[src/rtl/rpn_pkg.sv]
// Shared types for the RPN calculator core: operation codes, control FSM
// states, and the {mode,key} press decoder.
package rpn_pkg;

  typedef enum logic [4:0] {
    OP_NONE,
    OP_PUSH, OP_POP,  OP_SWAP, OP_DUP,
    OP_ADD,  OP_SUB,  OP_MUL,  OP_AND,
    OP_OR,   OP_XOR,  OP_SHL,  OP_SHR,
    OP_CLR,  OP_NEG,  OP_MIN,  OP_MAX
  } op_e;

  typedef enum logic [1:0] {
    IDLE,
    MUL,
    WRITE
  } state_e;

  // Only a single low key selects an operation; idle or multi-low patterns yield OP_NONE.
  function automatic op_e decode(input logic [1:0] mode, input logic [3:0] key);
    logic [1:0] k;
    logic       vld;
    op_e        op;
    k   = 2'd0;
    vld = 1'b1;
    op  = OP_NONE;
    case (key)
      4'b1110: k = 2'd0;
      4'b1101: k = 2'd1;
      4'b1011: k = 2'd2;
      4'b0111: k = 2'd3;
      default: vld = 1'b0;
    endcase
    if (vld) begin
      case ({mode, k})
        4'h0: op = OP_PUSH;
        4'h1: op = OP_POP;
        4'h2: op = OP_SWAP;
        4'h3: op = OP_DUP;
        4'h4: op = OP_ADD;
        4'h5: op = OP_SUB;
        4'h6: op = OP_MUL;
        4'h7: op = OP_AND;
        4'h8: op = OP_OR;
        4'h9: op = OP_XOR;
        4'hA: op = OP_SHL;
        4'hB: op = OP_SHR;
        4'hC: op = OP_CLR;
        4'hD: op = OP_NEG;
        4'hE: op = OP_MIN;
        default: op = OP_MAX;
      endcase
    end
    return op;
  endfunction

endpackage

[src/rtl/rpn_stack_core_if.sv]
// Board-facing bundle of the RPN core: operator inputs (mode/key/val) and
// the stack/status view consumed by the display drivers.
interface rpn_stack_core_if #(
  parameter int WIDTH = 16,
  parameter int DEPTH = 8,
  parameter int CW    = 8
);
  localparam int CNTW = $clog2(DEPTH + 1);

  logic [1:0]       mode;
  logic [3:0]       key;
  logic [WIDTH-1:0] val;
  logic [WIDTH-1:0] top;
  logic [WIDTH-1:0] next;
  logic [CNTW-1:0]  count;
  logic [CW-1:0]    counter;
  logic             err;
  logic             busy;

  modport master (
    output mode, key, val,
    input  top, next, count, counter, err, busy
  );

  modport slave (
    input  mode, key, val,
    output top, next, count, counter, err, busy
  );
endinterface

[src/rtl/rpn_mul.sv]
// Iterative shift-add multiplier: one partial product per clock, WIDTH
// iterations, keeps only the low WIDTH bits of the product.
module rpn_mul #(
  parameter int WIDTH = 16
) (
  input  logic             clk,
  input  logic             rst_n,
  input  logic             start_i,
  input  logic [WIDTH-1:0] a_i,
  input  logic [WIDTH-1:0] b_i,
  output logic             done_o,
  output logic [WIDTH-1:0] prod_o
);
  localparam int ITW = $clog2(WIDTH + 1);
  localparam logic [ITW-1:0] ITER_C = ITW'(WIDTH);
  localparam logic [ITW-1:0] ONE_C  = ITW'(1);

  logic [WIDTH-1:0] mcand_q, mcand_d;
  logic [WIDTH-1:0] mplier_q, mplier_d;
  logic [WIDTH-1:0] acc_q, acc_d;
  logic [ITW-1:0]   it_q, it_d;

  always_comb begin
    mcand_d  = mcand_q;
    mplier_d = mplier_q;
    acc_d    = acc_q;
    it_d     = it_q;
    if (start_i) begin
      mcand_d  = a_i;
      mplier_d = b_i;
      acc_d    = '0;
      it_d     = ITER_C;
    end else if (it_q != '0) begin
      if (mplier_q[0]) acc_d = acc_q + mcand_q;
      mcand_d  = mcand_q << 1;
      mplier_d = mplier_q >> 1;
      it_d     = it_q - ONE_C;
    end
  end

  always_ff @(posedge clk or negedge rst_n) begin
    if (!rst_n) begin
      mcand_q  <= '0;
      mplier_q <= '0;
      acc_q    <= '0;
      it_q     <= '0;
    end else begin
      mcand_q  <= mcand_d;
      mplier_q <= mplier_d;
      acc_q    <= acc_d;
      it_q     <= it_d;
    end
  end

  // High during the cycle whose closing edge performs the final iteration.
  assign done_o = (it_q == ONE_C);
  assign prod_o = acc_q;

endmodule

[src/rtl/rpn_stack_core.sv]
// RPN calculator core: shift-register operand stack with press-edge key
// detection, sticky error flag and a multi-cycle multiply.
module rpn_stack_core
  import rpn_pkg::*;
#(
  parameter int WIDTH = 16,
  parameter int DEPTH = 8,
  parameter int CW    = 8
) (
  input  logic        clk,
  input  logic        rst,
  rpn_stack_core_if.slave bus
);
  localparam int CNTW = $clog2(DEPTH + 1);
  localparam int SHW  = $clog2(WIDTH);
  localparam logic [CNTW-1:0] FULL_C = CNTW'(DEPTH);
  localparam logic [CNTW-1:0] TWO_C  = CNTW'(2);
  localparam logic [CNTW-1:0] ONE_C  = CNTW'(1);
  localparam logic [CW-1:0]   CINC_C = CW'(1);

  logic [WIDTH-1:0] stk_q [DEPTH];
  logic [WIDTH-1:0] stk_d [DEPTH];
  logic [CNTW-1:0]  cnt_q, cnt_d;
  logic [CW-1:0]    ctr_q, ctr_d;
  logic             err_q, err_d;
  logic [3:0]       key_q;
  state_e           state_q;
  logic             busy_q;

  logic             shift_up, shift_dn, wr_top, fault, exec, mul_start, mul_done;
  logic [WIDTH-1:0] top_val, mul_prod;
  op_e              op;

  function automatic logic [WIDTH-1:0] alu(input op_e f, input logic [WIDTH-1:0] a,
                                           input logic [WIDTH-1:0] b);
    case (f)
      OP_ADD:  return a + b;
      OP_SUB:  return a - b;
      OP_AND:  return a & b;
      OP_OR:   return a | b;
      OP_XOR:  return a ^ b;
      OP_SHL:  return a << b[SHW-1:0];
      OP_SHR:  return a >> b[SHW-1:0];
      OP_MIN:  return (a < b) ? a : b;
      OP_MAX:  return (a > b) ? a : b;
      default: return '0;
    endcase
  endfunction

  // A press only counts on the first edge after idle, and never while multiplying.
  assign op = (state_q == IDLE && key_q == 4'hF) ? decode(bus.mode, bus.key) : OP_NONE;

  always_comb begin
    stk_d     = stk_q;
    cnt_d     = cnt_q;
    ctr_d     = ctr_q;
    err_d     = err_q;
    shift_up  = 1'b0;
    shift_dn  = 1'b0;
    wr_top    = 1'b0;
    top_val   = '0;
    fault     = 1'b0;
    exec      = 1'b0;
    mul_start = 1'b0;
    if (state_q == WRITE) begin
      shift_up = 1'b1;
      wr_top   = 1'b1;
      top_val  = mul_prod;
      cnt_d    = cnt_q - ONE_C;
      exec     = 1'b1;
    end else begin
      case (op)
        OP_NONE: ;
        OP_PUSH: begin
          if (cnt_q == FULL_C) fault = 1'b1;
          else begin
            shift_dn = 1'b1; wr_top = 1'b1; top_val = bus.val;
            cnt_d = cnt_q + ONE_C; exec = 1'b1;
          end
        end
        OP_DUP: begin
          if (cnt_q == '0 || cnt_q == FULL_C) fault = 1'b1;
          else begin
            shift_dn = 1'b1; wr_top = 1'b1; top_val = stk_q[0];
            cnt_d = cnt_q + ONE_C; exec = 1'b1;
          end
        end
        OP_POP: begin
          if (cnt_q == '0) fault = 1'b1;
          else begin
            shift_up = 1'b1; cnt_d = cnt_q - ONE_C; exec = 1'b1;
          end
        end
        OP_SWAP: begin
          if (cnt_q < TWO_C) fault = 1'b1;
          else begin
            stk_d[0] = stk_q[1]; stk_d[1] = stk_q[0]; exec = 1'b1;
          end
        end
        OP_NEG: begin
          if (cnt_q == '0) fault = 1'b1;
          else begin
            wr_top = 1'b1; top_val = '0 - stk_q[0]; exec = 1'b1;
          end
        end
        OP_MUL: begin
          if (cnt_q < TWO_C) fault = 1'b1;
          else mul_start = 1'b1;
        end
        OP_CLR: begin
          for (int i = 0; i < DEPTH; i++) stk_d[i] = '0;
          cnt_d = '0;
          err_d = 1'b0;
          exec  = 1'b1;
        end
        default: begin
          if (cnt_q < TWO_C) fault = 1'b1;
          else begin
            shift_up = 1'b1; wr_top = 1'b1; top_val = alu(op, stk_q[1], stk_q[0]);
            cnt_d = cnt_q - ONE_C; exec = 1'b1;
          end
        end
      endcase
    end
    if (shift_up) begin
      for (int i = 0; i < DEPTH - 1; i++) stk_d[i] = stk_q[i+1];
      stk_d[DEPTH-1] = '0;
    end
    if (shift_dn) begin
      for (int i = 1; i < DEPTH; i++) stk_d[i] = stk_q[i-1];
    end
    if (wr_top) stk_d[0] = top_val;
    if (fault)  err_d = 1'b1;
    if (exec)   ctr_d = ctr_q + CINC_C;
  end

  always_ff @(posedge clk or negedge rst) begin
    if (!rst) begin
      for (int i = 0; i < DEPTH; i++) stk_q[i] <= '0;
      cnt_q <= '0;
      ctr_q <= '0;
      err_q <= 1'b0;
      key_q <= 4'hF;
    end else begin
      for (int i = 0; i < DEPTH; i++) stk_q[i] <= stk_d[i];
      cnt_q <= cnt_d;
      ctr_q <= ctr_d;
      err_q <= err_d;
      key_q <= bus.key;
    end
  end

  // busy covers the detect edge through the WRITE edge that commits the product.
  always_ff @(posedge clk or negedge rst) begin
    if (!rst) begin
      state_q <= IDLE;
      busy_q  <= 1'b0;
    end else begin
      case (state_q)
        IDLE: if (mul_start) begin
          state_q <= MUL;
          busy_q  <= 1'b1;
        end
        MUL: if (mul_done) state_q <= WRITE;
        WRITE: begin
          state_q <= IDLE;
          busy_q  <= 1'b0;
        end
        default: begin
          state_q <= IDLE;
          busy_q  <= 1'b0;
        end
      endcase
    end
  end

  rpn_mul #(.WIDTH(WIDTH)) u_mul (
    .clk     (clk),
    .rst_n   (rst),
    .start_i (mul_start),
    .a_i     (stk_q[1]),
    .b_i     (stk_q[0]),
    .done_o  (mul_done),
    .prod_o  (mul_prod)
  );

  assign bus.top     = (cnt_q != '0)    ? stk_q[0] : '0;
  assign bus.next    = (cnt_q >= TWO_C) ? stk_q[1] : '0;
  assign bus.count   = cnt_q;
  assign bus.counter = ctr_q;
  assign bus.err     = err_q;
  assign bus.busy    = busy_q;

endmodule

[src/flat_wrapper.sv]
// flat-port wrapper written by rule: the top's interface ports become plain ports
module rpn_stack_core_flat import rpn_pkg::*;
#(
  parameter int WIDTH = 16,
  parameter int DEPTH = 8,
  parameter int CW    = 8
)
  (clk, rst, bus_mode, bus_key, bus_val, bus_top, bus_next, bus_count, bus_counter, bus_err, bus_busy);
  rpn_stack_core_if #(.WIDTH(WIDTH), .DEPTH(DEPTH), .CW(CW)) bus_i ();
  input  logic clk;
  input  logic rst;
  input wire logic [$bits(bus_i.mode)-1:0] bus_mode;
  input wire logic [$bits(bus_i.key)-1:0] bus_key;
  input wire logic [$bits(bus_i.val)-1:0] bus_val;
  output wire logic [$bits(bus_i.top)-1:0] bus_top;
  output wire logic [$bits(bus_i.next)-1:0] bus_next;
  output wire logic [$bits(bus_i.count)-1:0] bus_count;
  output wire logic [$bits(bus_i.counter)-1:0] bus_counter;
  output wire logic [$bits(bus_i.err)-1:0] bus_err;
  output wire logic [$bits(bus_i.busy)-1:0] bus_busy;
  assign bus_i.mode = bus_mode;
  assign bus_i.key = bus_key;
  assign bus_i.val = bus_val;
  assign bus_top = bus_i.top;
  assign bus_next = bus_i.next;
  assign bus_count = bus_i.count;
  assign bus_counter = bus_i.counter;
  assign bus_err = bus_i.err;
  assign bus_busy = bus_i.busy;
  rpn_stack_core #(.WIDTH(WIDTH), .DEPTH(DEPTH), .CW(CW)) u_core (.clk(clk), .rst(rst), .bus(bus_i));
endmodule
[config.mk]
export PLATFORM = sky130hd
export DESIGN_NAME = rpn_stack_core_flat
export DESIGN_NICKNAME = d
export VERILOG_FILES = /design/src/rtl/rpn_pkg.sv /design/src/rtl/rpn_stack_core_if.sv /design/src/rtl/rpn_mul.sv /design/src/rtl/rpn_stack_core.sv /design/src/flat_wrapper.sv
export SDC_FILE = /design/constraint.sdc
export NUM_CORES = 1
export LEC_CHECK = 0
export BUFFER_PORTS_ARGS = -buffer_cell sky130_fd_sc_hd__buf_2
export CORE_UTILIZATION = 60
export DETAILED_ROUTE_END_ITERATION = 12
export HOLD_SLACK_MARGIN = 0.02
export PLACE_DENSITY_LB_ADDON = 0.08
export SYNTH_ARGS = -nofsm -noshare
export SYNTH_HDL_FRONTEND = slang
export SYNTH_SLANG_ARGS = --single-unit
export TNS_END_PERCENT = 10
[constraint.sdc]
create_clock -name clk -period 4.1 [get_ports clk]
set_input_delay 0.41 -clock clk [delete_from_list [all_inputs] [get_ports clk]]
set_output_delay 0.41 -clock clk [all_outputs]
set_load 0.05 [all_outputs]
==> results.toml, run 1 <==
[clocking]
cts_max_path_buffers = 3
cts_tree = "done"
clkLatencyLatePin_ns = 0.55
cts_buffers = 24
clockRootBuffer = "clkbuf_16"
path_clk_slew_ns = 0.06
htree_levels = 1
clock_sinks = 201

[setup_path]
path_class = "in2reg"
crit_required_ns = 4.56
crit_path_start = "bus_key[3]"
timing.rr.start = "u_core.stk_q[113]$_DFFE_PN0P_"
r2r_slack_ns = 0.38
crit_path_end_kind = "register"
worst_setup_path_start_kind = "input pin"
r2r_cells = 13
crit_fanout = 13
cp_data_arrival_time_ns = 4.42
rr_endpoint = "u_core.stk_q[125]$_DFFE_PN0P_"

[floorplanning]
coreArea_um2 = 24300
start_util = 0.610
rows = 57
dieArea_um2 = 25400
die_w_um = 159
io_pins = 70
die_h_um = 159

[hold_path]
hold_depth = 4
hold_start = "bus_val[10]"
holdCritPathClass = "in2reg"
min_to = "u_core.stk_q[122]$_DFFE_PN0P_"

[sta]
min_period_over_period = 0.968
fmax_mhz = 252
worst_slew_pin_slew_ns = 0.846
relSlewSlack = 0.436
fin_crit_ns = 3.97
setup_viol = 0
finalHoldViolCount = 0
setup_tns_ns = 0
fin_worst_skew_ns = 0.0192
rsz0062_at_grt = "no"
drv_slew = 0

[placed_design]
globalplace.congestion = 1.06
io_buffers = 69
dp_hpwl_um = 37400
place_area_um2 = 16000

[status]
status = "complete, no violations"

[power]
powerDensity_nw_per_um2 = 450
power_leakage_nw = 7.91
peakVddDrop_v = 0.000588

[drt]
viasPerCell = 6.88
drtPass1Iterations = 6
drcViolationCount = 0
wl_per_cell_um = 24.7
first_iter_violations = 2207
routed_wl_um = 54000
vias = 15000
antenna_left = 0

[global_route]
grt_antenna_before_repair = 0
first_global_vias = 14200
overflow = 0
grtUsageTotal = 0.421
grt_max_degree = 97
grt_first_pass_wirelength_um = 83200

[yosys]
synth_top_family_by_area = "compound AO/OA/AOI/OAI gates"
syn_avg_cell_area_um2 = 8.33
async_flop_share = 1.00
yosys_warnings = 0
netlist_area_um2 = 14800
synth_compound_area_frac = 0.244
syn_nets = 1883
synth-simple-area-share = 0.191
synthesis.instances = 1782
synth-seq-cells = 201
synthFlopType = "dfrtp_1"
synth_edf_count = 0
yosysUniqueCellTypes = 85
muxShareOfSynthArea = 0.0769
synth_fa_ha_area_frac = 0.0664
yosysSeqAreaShare = 0.339
synth_xor_area_frac = 0.0266

[finish]
diodes = 0
area_growth_pct = 13.7
drive_above_1_share = 0.157
nNetsFinal = 1945
register_area_um2 = 5040
multi_input_area_um2 = 9040
fillers = 1967
fin_area_um2 = 16900

[job]
drv_cap = 0
==> power by group <==
part | internal (mW) | total [mW] | switching, mW
combinational | 1.08 | 3.05 | 1.97
sequential | 2.11 | 2.24 | 0.131
clock | 1.40 | 2.31 | 0.908
total | 4.59 | 7.60 | 3.01
==> sequential cells by signal, indices dropped and copies added, names as in the netlist <==
| signal | count |
|---|---|
| u_core.bus.busy | 1 |
| u_core.bus.count | 4 |
| u_core.bus.counter | 8 |
| u_core.bus.err | 1 |
| u_core.key_q | 4 |
| u_core.state_q | 2 |
| u_core.stk_q | 128 |
| u_core.u_mul.it_q | 5 |
| u_core.u_mul.mcand_q | 16 |
| u_core.u_mul.mplier_q | 16 |
| u_core.u_mul.prod_o | 16 |
==> final cells by class <==
| class | instances | area share |
|---|---|---|
| Multi-Input combinational cell | 1376 | 0.536 |
| Sequential cell | 201 | 0.298 |
| Timing Repair Buffer | 184 | 0.0780 |
| Clock buffer | 35 | 0.0422 |
| Tap cell | 324 | 0.0240 |
| Inverter | 57 | 0.0127 |
| Clock inverter | 9 | 0.00919 |
==> cells in the final DEF, fill, tap and decap left out, drive strengths merged, types with 10 or more instances in the layout <==
cell      n
a21oi   182
buf     178
xnor2    32
and3     87
nor3     39
nand2b   12
inv      55
a211oi   45
o21bai   11
nor2    179
a31oi    35
o21ai   128
ha       74
mux2     28
dfrtp   197
mux2i    51
clkbuf   36
mux4     14
a221oi   14
a21o     10
nand2   164
nand3    43
xor2     13
a22o     18
o211ai   18
==> metal layers <==
metal	track usage	routed length (µm)	share of wire
met2	0.641	23700	0.44
met4	0.208	2940	0.054
met3	0.0810	5680	0.11
met1	0.576	21700	0.40
met5	0	0	0
==> cell usage after synthesis, types with 6 or more instances <==
master | number | share of area
o21ai_0 | 123 | 0.041
or3_1 | 7 | 0.0029
nand4_1 | 7 | 0.0029
o21a_1 | 6 | 0.0030
buf_2 | 19 | 0.0064
o211ai_1 | 17 | 0.0086
o221ai_1 | 6 | 0.0035
xor2_1 | 13 | 0.0077
a22o_1 | 18 | 0.011
mux2_2 | 22 | 0.017
nand2_1 | 164 | 0.041
inv_1 | 52 | 0.013
mux2i_1 | 51 | 0.034
a311oi_1 | 6 | 0.0035
a2111oi_0 | 8 | 0.0047
nor2_1 | 179 | 0.045
mux4_2 | 14 | 0.021
o22ai_1 | 9 | 0.0038
a22oi_1 | 9 | 0.0046
and3_1 | 87 | 0.037
clkbuf_1 | 111 | 0.028
a31oi_1 | 35 | 0.015
o31ai_1 | 9 | 0.0046
buf_1 | 14 | 0.0035
a211oi_1 | 45 | 0.023
nand3_1 | 43 | 0.014
a221oi_1 | 13 | 0.0077
nor3_1 | 38 | 0.013
a21oi_1 | 180 | 0.061
nor2b_1 | 7 | 0.0029
nand3b_1 | 7 | 0.0035
a41oi_1 | 6 | 0.0035
o21bai_1 | 10 | 0.0051
mux2_1 | 6 | 0.0046
or2_2 | 6 | 0.0025
ha_1 | 74 | 0.062
nand2b_1 | 12 | 0.0051
dfrtp_1 | 197 | 0.33
a21o_1 | 10 | 0.0051
xnor2_1 | 32 | 0.019
and2_1 | 9 | 0.0038
==> critical path, cell delays in order <==
cell and delay (ns):
dlygate4sd3_1 0.53, buf_2 0.17, xor2_1 0.15, and3_1 0.39
ha_1 0.23, buf_4 0.19, nand2_1 0.12, o2bb2ai_1 0.38
nand2_1 0.47, buf_4 0.33, a21oi_1 0.37, o21ai_0 0.24
a31oi_1 0.25, a211oi_1 0.07, mux2i_1 0.13
==> kinds of logic after synthesis <==
| family | Yosys count |
|---|---|
| simple gates | 593 |
| compound gates | 567 |
| buf+inv | 206 |
| flops | 201 |
| mux | 93 |
| fa+ha+maj | 77 |
| xor+xnor | 45 |
==> through the flow <==
stage | power (mW) | hold slack (ns) | std cells | util | setup slack [ns]
CTS | 7.48 | 0.251 | 2185 | 0.694 | 0.194
finish | 7.60 | 0.253 | 2186 | 0.694 | 0.132
floorplan | 4.16 | 0.114 | 1782 | - | 0.255
global route | 7.85 | 0.257 | 2186 | 0.694 | 0.0466
global placement | 5.16 | 0.463 | 2136 | 0.656 | 0.250
detailed placement | 5.18 | 0.461 | 2136 | 0.656 | 0.197
==> how the worst max path moves through the flow <==
| stage | endpoint | slack, ns | depth (start not counted) |
|---|---|---|---|
| global route | u_core.stk_q[112]$_DFFE_PN0P_ | 0.05 | 15 |
| CTS | u_core.stk_q[121]$_DFFE_PN0P_ | 0.19 | 15 |
| global placement | u_core.stk_q[121]$_DFFE_PN0P_ | 0.25 | 14 |
| floorplan | u_core.stk_q[121]$_DFFE_PN0P_ | 0.26 | 17 |
| finish | u_core.stk_q[112]$_DFFE_PN0P_ | 0.13 | 15 |
| detailed placement | u_core.stk_q[121]$_DFFE_PN0P_ | 0.20 | 14 |
==> what timing repair did <==
action	CTS	global route
buffers inserted	0	0
hold endpoints to repair	25	0
resized for setup	0	1
endpoints found under the setup margin	0	1
hold buffers	5	0
No activity file was read; power rests on OpenSTA's default activity.
==> run 2, diff against run 1 <==
- BUFFER_PORTS_ARGS: -buffer_cell sky130_fd_sc_hd__buf_2 -> default
- DONT_BUFFER_PORTS: default -> 1
==> results.toml, run 2 (synthesis gave the netlist of run 1 again) <==
[power]
powerDensity_nw_per_um2 = 442
p_total_mw = 7.20
power_leakage_nw = 7.47
peakVddDrop_v = 0.000440

[setup_path]
cp_data_arrival_time_ns = 4.34
rr_endpoint = "u_core.stk_q[114]$_DFFE_PN0P_"
crit_path_end = "u_core.stk_q[114]$_DFFE_PN0P_"
path_class = "reg2reg"
r2r_cells = 12
crit_required_ns = 4.54
crit_path_start = "u_core.stk_q[117]$_DFFE_PN0P_"
timing.rr.start = "u_core.stk_q[117]$_DFFE_PN0P_"
crit_fanout = 16
r2r_slack_ns = 0.21
worst_setup_path_start_kind = "register"
crit_path_end_kind = "register"

[clocking]
cts_max_path_buffers = 3
clkLatencyLatePin_ns = 0.56
cts_buffers = 23
htree_levels = 1
path_clk_slew_ns = 0.07
clock_sinks = 201
cts_tree = "done"
hold_buffers = 4
post_cts_buffers = 0
clockRootBuffer = "clkbuf_16"

[sta]
rsz0062_at_grt = "no"
fin_worst_skew_ns = 0.0302
hold_slack_ns = -0.455
relSlewSlack = 0.236
worst_slew_pin_slew_ns = 1.14
setup_tns_ns = 0
setup_viol = 0
fin_crit_ns = 3.89
finalHoldViolCount = 201
fmax_mhz = 257
drv_slew = 0
min_period_over_period = 0.949

[drt]
wl_per_cell_um = 24.9
drcViolationCount = 0
antenna_left = 0
vias = 14500
viasPerCell = 6.87
drtPass1Iterations = 5
first_iter_violations = 1785
routed_wl_um = 52400

[global_route]
grt_max_degree = 202
overflow = 0
first_global_vias = 13700
grt_first_pass_wirelength_um = 81000
grt_antenna_before_repair = 1
grtUsageTotal = 0.410

[finish]
post-route-util = 0.670
drive_above_1_share = 0.120
regMostFlops = "u_core.stk_q"
fillers = 2017
largest_reg_flops = 128
most-common-layout-cells = "dfrtp_1, a21oi_1, nor2_1"
nNetsFinal = 1864
fin_area_um2 = 16300
mostFrequentLayoutCell = "dfrtp_1"
area_growth_pct = 9.79

[status]
violations = "hold timing"
status = "finished with violations"

[job]
drv_cap = 0

[floorplanning]
coreArea_um2 = 24300
rows = 57
die_w_um = 159
die_h_um = 159
io_pins = 70
start_util = 0.610
dieArea_um2 = 25400

[placed_design]
io_buffers = 0
place_area_um2 = 15500
dp_hpwl_um = 37000
globalplace.congestion = 1.07

[hold_path]
holdCritPathClass = "in2async"
-- run 2: cell count changes in the layout (fill, tap and decap cells not counted), sizes merged, moves of 3 or more --
cell    delta
buf       -77
bufinv     -3
clkbuf     -5
clkinv     +4
-- run 2: worst min path at each step --
stage,depth (start not counted),slack (ns),end
final,0,-0.45,u_core.bus.count[0]$_DFFE_PN0P_
after global placement,0,0.12,u_core.stk_q[47]$_DFFE_PN0P_
after floorplan,0,0.11,u_core.bus.busy$_DFFE_PN0P_
after CTS,0,-0.46,u_core.bus.count[0]$_DFFE_PN0P_
after detailed placement,0,0.12,u_core.stk_q[79]$_DFFE_PN0P_
after global routing,0,-0.46,u_core.stk_q[47]$_DFFE_PN0P_
-- run 2: routing by layer --
layer | vias up | GRT usage | share of wire
met5 | - | 0 | 0
met4 | 0 | 0.180 | 0.047
met3 | 163 | 0.0732 | 0.10
met2 | 843 | 0.621 | 0.44
met1 | 6997 | 0.578 | 0.41
li1 | 6459 | - | -
-- run 2: area by class of cell --
type	instances	area, µm²	share of cell area
inverter	57	214	0.0131
sequential	201	5040	0.309
clock buffer	31	656	0.0402
antenna	1	2.50	0.000154
clock inverter	11	87.6	0.00537
tap	324	405	0.0249
multi-input combinational	1375	9030	0.554
timing repair buffer	105	861	0.0528
-- run 2: power by group --
part | leakage, nW | switching [mW] | internal [mW] | total (mW)
logic | 4.38 | 1.86 | 1.02 | 2.88
registers | 2.73 | 0.154 | 2.11 | 2.26
clock network | 0.370 | 0.923 | 1.14 | 2.06
total | 7.47 | 2.93 | 4.27 | 7.20
-- run 2: worst max-delay path, cell delays in order, from the launching register on --
cell and delay (ns):
dfrtp_1 0.59, inv_1 0.20, ha_1 0.54, nor3_1 0.11, a2111o_1 0.47, a21oi_1 0.27, o211ai_1 0.22, a211oi_1 0.37
o21ai_0 0.14, o311a_1 0.17, o21bai_4 0.14, buf_12 0.19, mux2_2 0.35
-- run 2: metrics by stage --
stage	worst slack [ns]	hold WS, ns	std cells
finish	0.209	-0.455	2105
global route	0.0415	-0.455	2105
CTS	0.199	-0.463	2104
detailed placement	0.121	0.118	2058
global placement	0.196	0.118	2058
floorplan	0.255	0.114	1782
-- run 2: what timing repair did --
item,in CTS,in global routing
hold endpoints to repair,205,201
gates resized for setup,0,1
setup endpoints to repair,0,9
==> run 3, diff against run 2 <==
- CAP_MARGIN: default -> 20
- CORE_UTILIZATION: 60 -> 59
- clock period: 4.1 -> 3.31 ns (I/O delays scaled with it)
==> results.toml, run 3 (synthesis gave the netlist of run 1 again) <==
[sta]
hold_slack_ns = -0.509
finalHoldViolCount = 201
timing.final.ws_setup_ns = 0.0770
relSlewSlack = 0.397
setup_tns_ns = 0
setup_viol = 0
fin_crit_ns = 3.23
drv_slew = 0
min_period_over_period = 0.977
worst_slew_pin_slew_ns = 0.901
fmax_mhz = 309
rsz0062_at_grt = "no"
fin_worst_skew_ns = 0.0145

[clocking]
clockRootBuffer = "clkbuf_16"
hold_buffers = 4
cts_tree = "done"
clock_sinks = 201
path_clk_slew_ns = 0.07
cts_buffers = 23
htree_levels = 1
cts_max_path_buffers = 3
clkLatencyLatePin_ns = 0.54

[setup_path]
max_stage_delay_ns = 0.53
worst_setup_path_start_kind = "register"
crit_path_start = "u_core.stk_q[113]$_DFFE_PN0P_"
crit_required_ns = 3.74
rr_endpoint = "u_core.stk_q[127]$_DFFE_PN0P_"
crit_fanout = 32
r2r_cells = 11
timing.rr.start = "u_core.stk_q[113]$_DFFE_PN0P_"
r2r_slack_ns = 0.08
critPathSlowestCell = "or4_1"
crit_path_end_kind = "register"
crit_path_end = "u_core.stk_q[127]$_DFFE_PN0P_"
cp_data_arrival_time_ns = 3.66
path_cells = "buf_4 > buf_8 > or4_1 > nor4_2 > nor4b_2 > xnor2_1 > nor2_1 > a221oi_1 > o211a_1 > o311a_1 > mux2i_1"
path_class = "reg2reg"

[power]
p_total_mw = 9.50
powerDensity_nw_per_um2 = 543
power_leakage_nw = 8.13
peakVddDrop_v = 0.000550

[finish]
fin_area_um2 = 17500
fin_cells = 2229
post-route-util = 0.713
mostFrequentLayoutCell = "buf_4"
largest_reg_flops = 128
area_growth_pct = 17.9
most-common-layout-cells = "buf_4, dfrtp_1, a21oi_1"
nNetsFinal = 1987
regMostFlops = "u_core.stk_q"
drive_above_1_share = 0.188

[global_route]
overflow = 0
grt_antenna_before_repair = 4
first_global_vias = 14400
grt_max_degree = 202
grtUsageTotal = 0.419
grt_first_pass_wirelength_um = 83500

[floorplanning]
die_h_um = 161
io_pins = 70
dieArea_um2 = 25800
start_util = 0.605
rows = 57
die_w_um = 161
coreArea_um2 = 24500

[placed_design]
post-place-ws_ns = -0.0476
globalplace.congestion = 1.05
io_buffers = 0
dp_cells = 2172
dp_hpwl_um = 38900
place_area_um2 = 16500

[status]
violations = "hold timing"
status = "finished with violations"

[drt]
drcViolationCount = 0
wl_per_cell_um = 24.2
first_iter_violations = 1871
antenna_left = 0
routed_wl_um = 54000
viasPerCell = 6.75
drtPass1Iterations = 6
vias = 15100

[hold_path]
holdCritPathClass = "in2async"

[job]
drv_cap = 0
-- run 3: cell count changes in the layout (fill, tap and decap cells not counted), moves of 3 or more --
cell,previous run,this run
clkinv_1,4,0
ha_4,0,3
ha_1,74,69
o311ai_0,3,0
clkbuf_1,3,7
buf_12,5,10
o311ai_1,0,3
buf_4,96,211
-- run 3: worst max-delay path: cells and delay by family (launching register included) --
kind | cells | cell delay [ns]
AND/OR/NAND/NOR | 4 | 1.32
AO/OA/AOI/OAI | 3 | 0.82
flip-flops | 1 | 0.41
buffers and inverters | 2 | 0.34
multiplexers | 1 | 0.06
XOR/XNOR | 1 | 0.16
-- run 3: timing repair --
| action | in CTS | in global routing |
|---|---|---|
| buffers inserted | 1 | 8 |
| endpoints found under the setup margin | 12 | 17 |
| endpoints found under the hold margin | 205 | 201 |
| resized for setup | 2 | 34 |
| pin swaps | 1 | 9 |
| cloned | 0 | 0 |
-- run 3: layout make-up --
class,instances,area [µm²]
fillers,1935,7030
multi-input cells,1375,9230
well taps,324,405
diodes,3,7.51
clock inverters,6,72.6
inverters,57,218
clock buffers,35,671
flip-flops and latches,201,5040
repair buffers,228,1870
-- run 3: power by group --
part	total, mW	leakage [nW]	switching (mW)	internal [mW]
clock	2.55	0.363	1.07	1.48
sequential	2.77	2.73	0.165	2.61
combinational	4.17	5.04	2.49	1.69
total	9.50	8.13	3.72	5.78
-- run 3: per-layer routing --
layer / global-route usage / vias up / routed length [µm]
met4: 0.187 / 2 / 2770
met1: 0.579 / 7286 / 21700
met2: 0.625 / 876 / 23400
met3: 0.103 / 173 / 6150
li1: - / 6713 / -
met5: 0 / - / 10
-- run 3: worst min path at each step --
stage	start	endpoint	slack [ns]	depth (start not counted)
2_1_floorplan	rst	u_core.bus.busy$_DFFE_PN0P_	0.04	0
3_3_place_gp	rst	u_core.stk_q[13]$_DFFE_PN0P_	0.04	0
3_5_place_dp	rst	u_core.stk_q[13]$_DFFE_PN0P_	0.04	0
4_1_cts	rst	u_core.bus.count[3]$_DFFE_PN0P_	-0.52	0
5_1_grt	rst	u_core.stk_q[13]$_DFFE_PN0P_	-0.53	0
6_report	rst	u_core.stk_q[13]$_DFFE_PN0P_	-0.51	0
